$ cat src/rtl/pipeline_ctrl_pkg.sv
// Shared types and constants for the pipeline sequencer: redirect record,
// exception codes, FSM states and the per-depth stall vectors.
package pipeline_ctrl_pkg;

   typedef struct packed {
      logic        en;
      logic [31:0] addr;
   } jump_t;

   localparam logic JUMP_ENABLE  = 1'b1;
   localparam logic JUMP_DISABLE = 1'b0;

   typedef enum logic [2:0] {
      EXC_INT     = 3'd0,
      EXC_SYSCALL = 3'd1,
      EXC_BREAK   = 3'd2,
      EXC_RI      = 3'd3,
      EXC_OVF     = 3'd4,
      EXC_ERET    = 3'd5
   } exc_type_t;

   typedef enum logic {
      RUN   = 1'b0,
      FLUSH = 1'b1
   } ctrl_state_t;

   localparam logic [5:0] STALL_NONE = 6'b000000;
   localparam logic [5:0] STALL_IF   = 6'b000011;
   localparam logic [5:0] STALL_ID   = 6'b000111;
   localparam logic [5:0] STALL_EX   = 6'b001111;
   localparam logic [5:0] STALL_MEM  = 6'b011111;

   localparam logic [31:0] EXC_VECTOR_DEFAULT = 32'hBFC0_0380;

   // Deepest requester wins: it freezes itself and everything upstream.
   function automatic logic [5:0] stall_merge(input logic if_req, input logic id_req,
                                              input logic ex_req, input logic mem_req);
      if (mem_req)     return STALL_MEM;
      else if (ex_req) return STALL_EX;
      else if (id_req) return STALL_ID;
      else if (if_req) return STALL_IF;
      else             return STALL_NONE;
   endfunction

endpackage

$ cat src/rtl/pipeline_ctrl_if.sv
// Stage-facing signal bundle of the pipeline sequencer; the core side is
// the master, the sequencer is the slave.
interface pipeline_ctrl_if;
   import pipeline_ctrl_pkg::*;

   logic        if_stallreq_i;
   logic        id_stallreq_i;
   logic        ex_stallreq_i;
   logic        mem_stallreq_i;
   logic        exc_valid_i;
   exc_type_t   exc_type_i;
   logic [31:0] cp0_epc_i;
   logic [5:0]  stall_o;
   logic        flush_o;
   jump_t       ctrl_jump_o;
   logic        wdog_o;
   logic [31:0] perf_stall_cycles_o;
   logic [31:0] perf_flush_count_o;

   modport master (
      output if_stallreq_i, id_stallreq_i, ex_stallreq_i, mem_stallreq_i,
      output exc_valid_i, exc_type_i, cp0_epc_i,
      input  stall_o, flush_o, ctrl_jump_o, wdog_o,
      input  perf_stall_cycles_o, perf_flush_count_o
   );

   modport slave (
      input  if_stallreq_i, id_stallreq_i, ex_stallreq_i, mem_stallreq_i,
      input  exc_valid_i, exc_type_i, cp0_epc_i,
      output stall_o, flush_o, ctrl_jump_o, wdog_o,
      output perf_stall_cycles_o, perf_flush_count_o
   );

endinterface

$ cat src/rtl/pipeline_ctrl_sat_counter.sv
// Up-counter that sticks at all-ones instead of wrapping; clr wins over inc.
module sat_counter #(
   parameter int WIDTH = 32
) (
   input  logic             clk,
   input  logic             rst,
   input  logic             inc,
   input  logic             clr,
   output logic [WIDTH-1:0] cnt
);

   logic [WIDTH-1:0] cnt_q, cnt_d;

   always_comb begin
      cnt_d = cnt_q;
      if (clr)
         cnt_d = '0;
      else if (inc && (cnt_q != '1))
         cnt_d = cnt_q + 1'b1;
   end

   always_ff @(posedge clk) begin
      if (rst) cnt_q <= '0;
      else     cnt_q <= cnt_d;
   end

   assign cnt = cnt_q;

endmodule

$ cat src/rtl/pipeline_ctrl.sv
// Pipeline sequencer: merges stage stalls, turns MEM exceptions/ERET into a
// one-cycle flush plus redirect, and keeps a stall watchdog and perf counters.
//   state | meaning
//   RUN   | normal flow; stalls honoured, exceptions accepted when MEM not stalled
//   FLUSH | one cycle: flush_o=1, redirect to latched target, stalls/exceptions ignored
module pipeline_ctrl
   import pipeline_ctrl_pkg::*;
#(
   parameter logic [31:0] EXC_VECTOR  = EXC_VECTOR_DEFAULT,
   parameter int          WDOG_CYCLES = 1024,
   parameter bit          PERF_EN     = 1'b1
) (
   input logic            clk,
   input logic            rst,
   pipeline_ctrl_if.slave bus
);

   localparam logic [15:0] WDOG_LAST = 16'(WDOG_CYCLES - 1);

   ctrl_state_t state_q;
   logic        flush_q;
   jump_t       jump_q;
   logic        wdog_q;

   logic [5:0]  stall;
   logic        stall_any;
   logic        accept;
   logic [31:0] target;
   logic [15:0] wdog_cnt;

   always_comb begin
      stall = STALL_NONE;
      if (!rst && (state_q == RUN))
         stall = stall_merge(bus.if_stallreq_i, bus.id_stallreq_i,
                             bus.ex_stallreq_i, bus.mem_stallreq_i);
   end

   assign stall_any = |stall;
   // A stalled MEM still owns its instruction, so the exception waits for it.
   assign accept    = (state_q == RUN) && bus.exc_valid_i && !bus.mem_stallreq_i;
   assign target    = (bus.exc_type_i == EXC_ERET) ? bus.cp0_epc_i : EXC_VECTOR;

   always_ff @(posedge clk) begin
      if (rst) begin
         state_q <= RUN;
         flush_q <= 1'b0;
         jump_q  <= '{en: JUMP_DISABLE, addr: 32'h0};
      end else begin
         case (state_q)
            RUN: begin
               if (accept) begin
                  state_q <= FLUSH;
                  flush_q <= 1'b1;
                  jump_q  <= '{en: JUMP_ENABLE, addr: target};
               end
            end
            FLUSH: begin
               state_q <= RUN;
               flush_q <= 1'b0;
               jump_q  <= '{en: JUMP_DISABLE, addr: 32'h0};
            end
            default: begin
               state_q <= RUN;
               flush_q <= 1'b0;
               jump_q  <= '{en: JUMP_DISABLE, addr: 32'h0};
            end
         endcase
      end
   end

   sat_counter #(.WIDTH(16)) u_wdog_cnt (
      .clk (clk),
      .rst (rst),
      .inc (stall_any),
      .clr (!stall_any),
      .cnt (wdog_cnt)
   );

   // Trips on the WDOG_CYCLES-th consecutive stalled edge and stays set.
   always_ff @(posedge clk) begin
      if (rst)
         wdog_q <= 1'b0;
      else if (stall_any && (wdog_cnt >= WDOG_LAST))
         wdog_q <= 1'b1;
   end

   generate
      if (PERF_EN) begin : g_perf
         logic [31:0] stall_cycles, flush_count;

         sat_counter #(.WIDTH(32)) u_stall_cycles (
            .clk (clk),
            .rst (rst),
            .inc (stall_any),
            .clr (1'b0),
            .cnt (stall_cycles)
         );

         sat_counter #(.WIDTH(32)) u_flush_count (
            .clk (clk),
            .rst (rst),
            .inc (accept),
            .clr (1'b0),
            .cnt (flush_count)
         );

         assign bus.perf_stall_cycles_o = stall_cycles;
         assign bus.perf_flush_count_o  = flush_count;
      end else begin : g_no_perf
         assign bus.perf_stall_cycles_o = 32'h0;
         assign bus.perf_flush_count_o  = 32'h0;
      end
   endgenerate

   assign bus.stall_o     = stall;
   assign bus.flush_o     = flush_q;
   assign bus.ctrl_jump_o = jump_q;
   assign bus.wdog_o      = wdog_q;

endmodule
$ cat src/flat_wrapper.sv
// flat-port wrapper written by rule: the top's interface ports become plain ports
module pipeline_ctrl_flat import pipeline_ctrl_pkg::*;
#(
   parameter logic [31:0] EXC_VECTOR  = EXC_VECTOR_DEFAULT,
   parameter int          WDOG_CYCLES = 1024,
   parameter bit          PERF_EN     = 1'b1
)
  (clk, rst, bus_if_stallreq_i, bus_id_stallreq_i, bus_ex_stallreq_i, bus_mem_stallreq_i, bus_exc_valid_i, bus_exc_type_i, bus_cp0_epc_i, bus_stall_o, bus_flush_o, bus_ctrl_jump_o, bus_wdog_o, bus_perf_stall_cycles_o, bus_perf_flush_count_o);
  pipeline_ctrl_if bus_i ();
  input logic clk;
  input logic rst;
  input wire logic [$bits(bus_i.if_stallreq_i)-1:0] bus_if_stallreq_i;
  input wire logic [$bits(bus_i.id_stallreq_i)-1:0] bus_id_stallreq_i;
  input wire logic [$bits(bus_i.ex_stallreq_i)-1:0] bus_ex_stallreq_i;
  input wire logic [$bits(bus_i.mem_stallreq_i)-1:0] bus_mem_stallreq_i;
  input wire logic [$bits(bus_i.exc_valid_i)-1:0] bus_exc_valid_i;
  input wire logic [$bits(bus_i.exc_type_i)-1:0] bus_exc_type_i;
  input wire logic [$bits(bus_i.cp0_epc_i)-1:0] bus_cp0_epc_i;
  output wire logic [$bits(bus_i.stall_o)-1:0] bus_stall_o;
  output wire logic [$bits(bus_i.flush_o)-1:0] bus_flush_o;
  output wire logic [$bits(bus_i.ctrl_jump_o)-1:0] bus_ctrl_jump_o;
  output wire logic [$bits(bus_i.wdog_o)-1:0] bus_wdog_o;
  output wire logic [$bits(bus_i.perf_stall_cycles_o)-1:0] bus_perf_stall_cycles_o;
  output wire logic [$bits(bus_i.perf_flush_count_o)-1:0] bus_perf_flush_count_o;
  assign bus_i.if_stallreq_i = bus_if_stallreq_i;
  assign bus_i.id_stallreq_i = bus_id_stallreq_i;
  assign bus_i.ex_stallreq_i = bus_ex_stallreq_i;
  assign bus_i.mem_stallreq_i = bus_mem_stallreq_i;
  assign bus_i.exc_valid_i = bus_exc_valid_i;
  assign bus_i.exc_type_i = bus_exc_type_i;
  assign bus_i.cp0_epc_i = bus_cp0_epc_i;
  assign bus_stall_o = bus_i.stall_o;
  assign bus_flush_o = bus_i.flush_o;
  assign bus_ctrl_jump_o = bus_i.ctrl_jump_o;
  assign bus_wdog_o = bus_i.wdog_o;
  assign bus_perf_stall_cycles_o = bus_i.perf_stall_cycles_o;
  assign bus_perf_flush_count_o = bus_i.perf_flush_count_o;
  pipeline_ctrl #(.EXC_VECTOR(EXC_VECTOR), .WDOG_CYCLES(WDOG_CYCLES), .PERF_EN(PERF_EN)) u_core (.clk(clk), .rst(rst), .bus(bus_i));
endmodule
$ cat config.mk
export PLATFORM = sky130hd
export DESIGN_NAME = pipeline_ctrl_flat
export DESIGN_NICKNAME = d
export VERILOG_FILES = /design/src/rtl/pipeline_ctrl_pkg.sv /design/src/rtl/pipeline_ctrl_if.sv /design/src/rtl/pipeline_ctrl_sat_counter.sv /design/src/rtl/pipeline_ctrl.sv /design/src/flat_wrapper.sv
export SDC_FILE = /design/constraint.sdc
export NUM_CORES = 1
export LEC_CHECK = 0
export ABC_AREA = 1
export CELL_PAD_IN_SITES_DETAIL_PLACEMENT = 1
export CELL_PAD_IN_SITES_GLOBAL_PLACEMENT = 1
export CORE_AREA = 2 2 119 178
export CTS_CLUSTER_DIAMETER = 80
export DETAILED_ROUTE_END_ITERATION = 8
export DIE_AREA = 0 0 121 180
export GPL_TIMING_DRIVEN = 0
export PLACE_DENSITY = 0.81
export SYNTH_ARGS = -nofsm -noshare
export SYNTH_HDL_FRONTEND = slang
export SYNTH_SLANG_ARGS = --single-unit
export TNS_END_PERCENT = 20
$ cat constraint.sdc
create_clock -name clk -period 1.6 [get_ports clk]
set_input_delay 0.32 -clock clk [delete_from_list [all_inputs] [get_ports clk]]
set_output_delay 0.32 -clock clk [all_outputs]
set_load 0.05 [all_outputs]
==> results.md <==
Final layout:
- The count of nets after finishing is 1185.
- The post-synthesis to final-layout area growth is 55.5%.
- The number of antenna diodes is 0.
- The final cell count without fillers is 1417.
- Cells with a size suffix above 1 make up 35.5% of the layout.

STA:
- After layout, the worst path uses 119% of the clock period.
- The final count of pins violating max slew came to 0.
- The worst clock skew on the final layout is 19.5 ps.
- Setup repair after global routing could not meet its margin everywhere.
- The final critical path time including I/O delays and setup is 1910 ps.
- For this run, the top clock speed supported by timing is 0.524 GHz.
- For the pin with the worst max-slew slack, the measured transition is between 700 and 800 ps.
- The number of endpoints with negative hold slack in the final report came to 0.
- Setup violations remaining at the end of the flow were counted as 59.
- The final setup slack of the worst path is -307 ps.
- The worst max-slew margin expressed relative to the limit is a little under half.

Placement:
- Routability-driven placement finished with a final weighted congestion of 0.850.
- Prior to clock tree synthesis, the placed netlist has a worst setup slack of -1180 ps.
- During placement, the flow inserted port buffers numbering 144.
- The HPWL after detailed placement is 17000 µm.
- After detailed placement, the design holds a cell count of 1350.

Worst setup path:
- The worst setup path is launched from a register.
- Traced cell by cell, the critical path runs through nor2_4, buf_6, nand2_4, nand3_4, buf_8, buf_12, buf_6, buf_8.
- The element type at the critical path end is an output pin.
- The worst-path cell with the longest stage delay is sky130_fd_sc_hd__dfxtp_2.
- The worst register-to-register path ends at u_core.g_perf.u_stall_cycles.cnt[16].
- In this run the worst setup path begins at u_core.state_q.
- The top fanout value on the critical path is 3.
- The path length in cells of the critical path is 8.
- The data required time of the critical path is around 1300 ps.
- The worst setup slack for register-to-register paths is -140 ps.
- Broken down by cell family, the worst path's largest delay share belongs to buffers and inverters.
- The worst register-to-register path begins at u_core.g_perf.u_stall_cycles.cnt[0].
- The worst register-to-register path has a depth of 11.
- The critical path contains buffers and inverters numbering 5 combined.
- The worst setup path is of the reg -> out kind.
- In this design, the stage delay of the slowest critical-path cell is 350 ps.
- STA puts the critical path data arrival time at 1590 ps.
- The worst setup path endpoint is bus_stall_o[1].

Clock tree:
- The number of hold buffers added after CTS is 0.
- TritonCTS built the clock tree.
- The clock tree buffer depth is 2.
- Buffers inserted during clock tree synthesis total 17.
- The clock transition at the registers of the reported paths is ~60 ps.
- The number of sinks on the clock net is 115.
- The cell sitting at the root of the clock tree is a sky130_fd_sc_hd__clkbuf_16.
- The worst-skew pair later-pin latency is 430 ps.
- The deepest level of the CTS H-tree is 4.

Synthesis:
- The synthesized netlist devotes 0.608% of its cell area to adder and majority cells.
- The post-synthesis average cell area is 6.55 µm².
- The Yosys step of the flow raised 0 warnings.
- The XOR/XNOR share of the synthesized area is around 1.8%.
- After synthesis, the largest family of logic cells by area is simple AND/OR/NAND/NOR gates.
- In this run, synthesis produced a sequential element count of between 100 and 150.
- The synthesized netlist devotes 10.3% of its cell area to compound gates.
- Summed over its instances, the top area cell type makes up 37.3% of the synthesized netlist area.
- After Yosys synthesis, and, or, nand and nor cells account for 42.0% of the synthesized area.
- Counting every net in the synthesized netlist gives roughly 990.
- After synthesis, the share of flip-flops with an asynchronous set or reset is 0%.
- The number of instances in the synthesized netlist is 942.
- The post-synthesis cell area is about 6200 µm².
- In this run, synthesis inferred 0 flip-flops with an integrated enable.
- Ranked by total cell area, the synthesized netlist is headed by sky130_fd_sc_hd__dfxtp_1, sky130_fd_sc_hd__nand2_1, sky130_fd_sc_hd__nor2_1.
- The commonest register cell after synthesis is sky130_fd_sc_hd__dfxtp_1.
- Ranked by instance count, the synthesized netlist is headed by sky130_fd_sc_hd__nand2_1, sky130_fd_sc_hd__nor2_1, sky130_fd_sc_hd__dfxtp_1, sky130_fd_sc_hd__nand3_1, sky130_fd_sc_hd__a21oi_1.
- The sequential area share after synthesis is 37.3%.
- Of all cell types, the one taking the most synthesized area is sky130_fd_sc_hd__dfxtp_1.
- The synthesized netlist contains 38 unique library cells.
- The mux contribution to synthesized area is 0%.
- In the post-synthesis netlist, the cell with the most instances is sky130_fd_sc_hd__nand2_1.

Floorplanning:
- The area of the die is 21800 µm².
- The standard-cell row count is 64.
- The vertical die dimension is 180 µm.
- The area of the placeable core is 20300 µm².
- 147 I/O pins were placed.
- The initial utilization of the core area, before any placement, comes to 30.5%.
- The floorplan step set the die width to 121 µm.

Min path:
- The class of the tightest hold or removal check is in -> reg.
- The number of instances on the worst hold path is 2.

Pwr:
- The largest vdd supply drop is approximately 0.66 mV.
- The power density over the cells is 815 nW/µm².
- The total leakage power is 3.58 nW.

Drt:
- The wire length after detailed routing is 24800 µm.
- The first TritonRoute pass finished after 4 iterations.
- For this run, design rule violations remaining after detail routing come to 0.
- The number of vias per cell after detailed routing is 5.04.
- In this run the remaining antenna-violating nets after routing total 0.
- Detailed routing inserted a total of 7136 vias.
- In the final routed layout, each cell accounts on average for between 15 and 20 µm.
- The DRC marker count from the first detailed-route iteration is 299.

Global route:
- The initial antenna violation count is 0.
- For this run the aggregate overflow at the end of global routing stands at 0.
- The pin count of the biggest net entering global routing is 17.
- The first global-routing pass estimated about 36000 µm of wire.
- The global-route usage over all layers is around a fifth.
- The via count of the first global-routing pass is 7180.

Job:
- The max-capacitance violation count is 0.

Run status:
- The checks that failed: negative setup slack.
- The run finished, with violations left.
## layout make-up
class	instances	area, µm²
plain buffers	37	318
clock buffers	17	425
clock inverters	15	148
fillers	2539	10700
inverters	72	282
multi-input cells	718	3880
flip-flops and latches	115	2400
well taps	264	330
repair buffers	179	1820
## where the power goes
part	switching [mW]	internal [mW]	total, mW
sequential	0.0832	2.93	3.02
clock	1.60	2.18	3.78
combinational	0.612	0.402	1.01
total	2.29	5.52	7.81
## logic make-up after synthesis
group	Yosys count
AO/OA/AOI/OAI	117
XOR/XNOR	13
adder cells (fa/ha/maj)	3
buffers and inverters	109
flip-flops	115
other	1
AND/OR/NAND/NOR	584
## worst min path at each step
stage | from | slack, ps | to
finish | rst | 230 | u_core.state_q
CTS | rst | 250 | u_core.g_perf.u_stall_cycles.cnt[31]
detailed placement | u_core.bus.ctrl_jump_o[11] | 460 | u_core.bus.ctrl_jump_o[11]
global route | rst | 240 | u_core.state_q
floorplan | u_core.u_wdog_cnt.cnt[1] | 460 | u_core.u_wdog_cnt.cnt[1]
global placement | u_core.bus.ctrl_jump_o[18] | 450 | u_core.bus.ctrl_jump_o[18]
## per-stage QoR
step | area [µm²] | hold slack, ps | utilization, % | setup TNS, ps | total power, mW
after floorplan | 6290 | 456 | - | -3520 | 3.59
after global placement | 8060 | 449 | 39.8 | -49290 | 3.92
after detailed placement | 8060 | 456 | 39.8 | -52940 | 3.95
after CTS | 8910 | 254 | 44.0 | -7250 | 7.78
after global routing | 9590 | 236 | 47.3 | -10050 | 8.09
final | 9590 | 229 | 47.3 | -4720 | 7.81
## state kept, by name, summed over array words and instances, names as in the netlist
register	count
u_core.bus.ctrl_jump_o	32
u_core.bus.flush_o	1
u_core.bus.wdog_o	1
u_core.g_perf.u_flush_count.cnt	32
u_core.g_perf.u_stall_cycles.cnt	32
u_core.state_q	1
u_core.u_wdog_cnt.cnt	16
## layer usage
metal / track usage (%) / up-vias / wire length (µm)
met1: 20.9 / 3482 / 9270
met5: 0 / - / 0
met2: 41.1 / 174 / 13900
li1: - / 3420 / -
met4: 9.02 / 0 / 932
met3: 3.71 / 60 / 707
## cell usage in the layout, fill, tap and decap left out, types with 4 or more instances in the layout
cell                              count
sky130_fd_sc_hd__nor2_2              29
sky130_fd_sc_hd__buf_8                5
sky130_fd_sc_hd__buf_4               31
sky130_fd_sc_hd__buf_2                5
sky130_fd_sc_hd__xor2_1              11
sky130_fd_sc_hd__nand4_1             16
sky130_fd_sc_hd__nor2_4              20
sky130_fd_sc_hd__o21ai_1              7
sky130_fd_sc_hd__o21ai_0             17
sky130_fd_sc_hd__a21oi_1             60
sky130_fd_sc_hd__inv_2                8
sky130_fd_sc_hd__buf_6               18
sky130_fd_sc_hd__dfxtp_1             54
sky130_fd_sc_hd__nand3_2             14
sky130_fd_sc_hd__nor3_2               6
sky130_fd_sc_hd__dfxtp_4              7
sky130_fd_sc_hd__clkdlybuf4s50_1     38
sky130_fd_sc_hd__nand3_4              5
sky130_fd_sc_hd__nand3_1             76
sky130_fd_sc_hd__dfxtp_2             54
sky130_fd_sc_hd__clkbuf_1            10
sky130_fd_sc_hd__nor2_1             140
sky130_fd_sc_hd__nand2_2             22
sky130_fd_sc_hd__inv_6                6
sky130_fd_sc_hd__clkbuf_2            14
sky130_fd_sc_hd__nand2_1            230
sky130_fd_sc_hd__a21oi_2             22
sky130_fd_sc_hd__nor3_4               4
sky130_fd_sc_hd__inv_1               60
sky130_fd_sc_hd__clkinvlp_4           4
sky130_fd_sc_hd__nand2_4             12
sky130_fd_sc_hd__clkdlybuf4s15_2     83
sky130_fd_sc_hd__clkbuf_16           20
## repair_timing
action | in CTS | in global routing
buffers inserted | 7 | 26
cloned | 0 | 3
pin swaps | 10 | 46
gates resized for setup | 363 | 150
endpoints found under the setup margin | 216 | 129
Power figures use the tool's default switching activity.
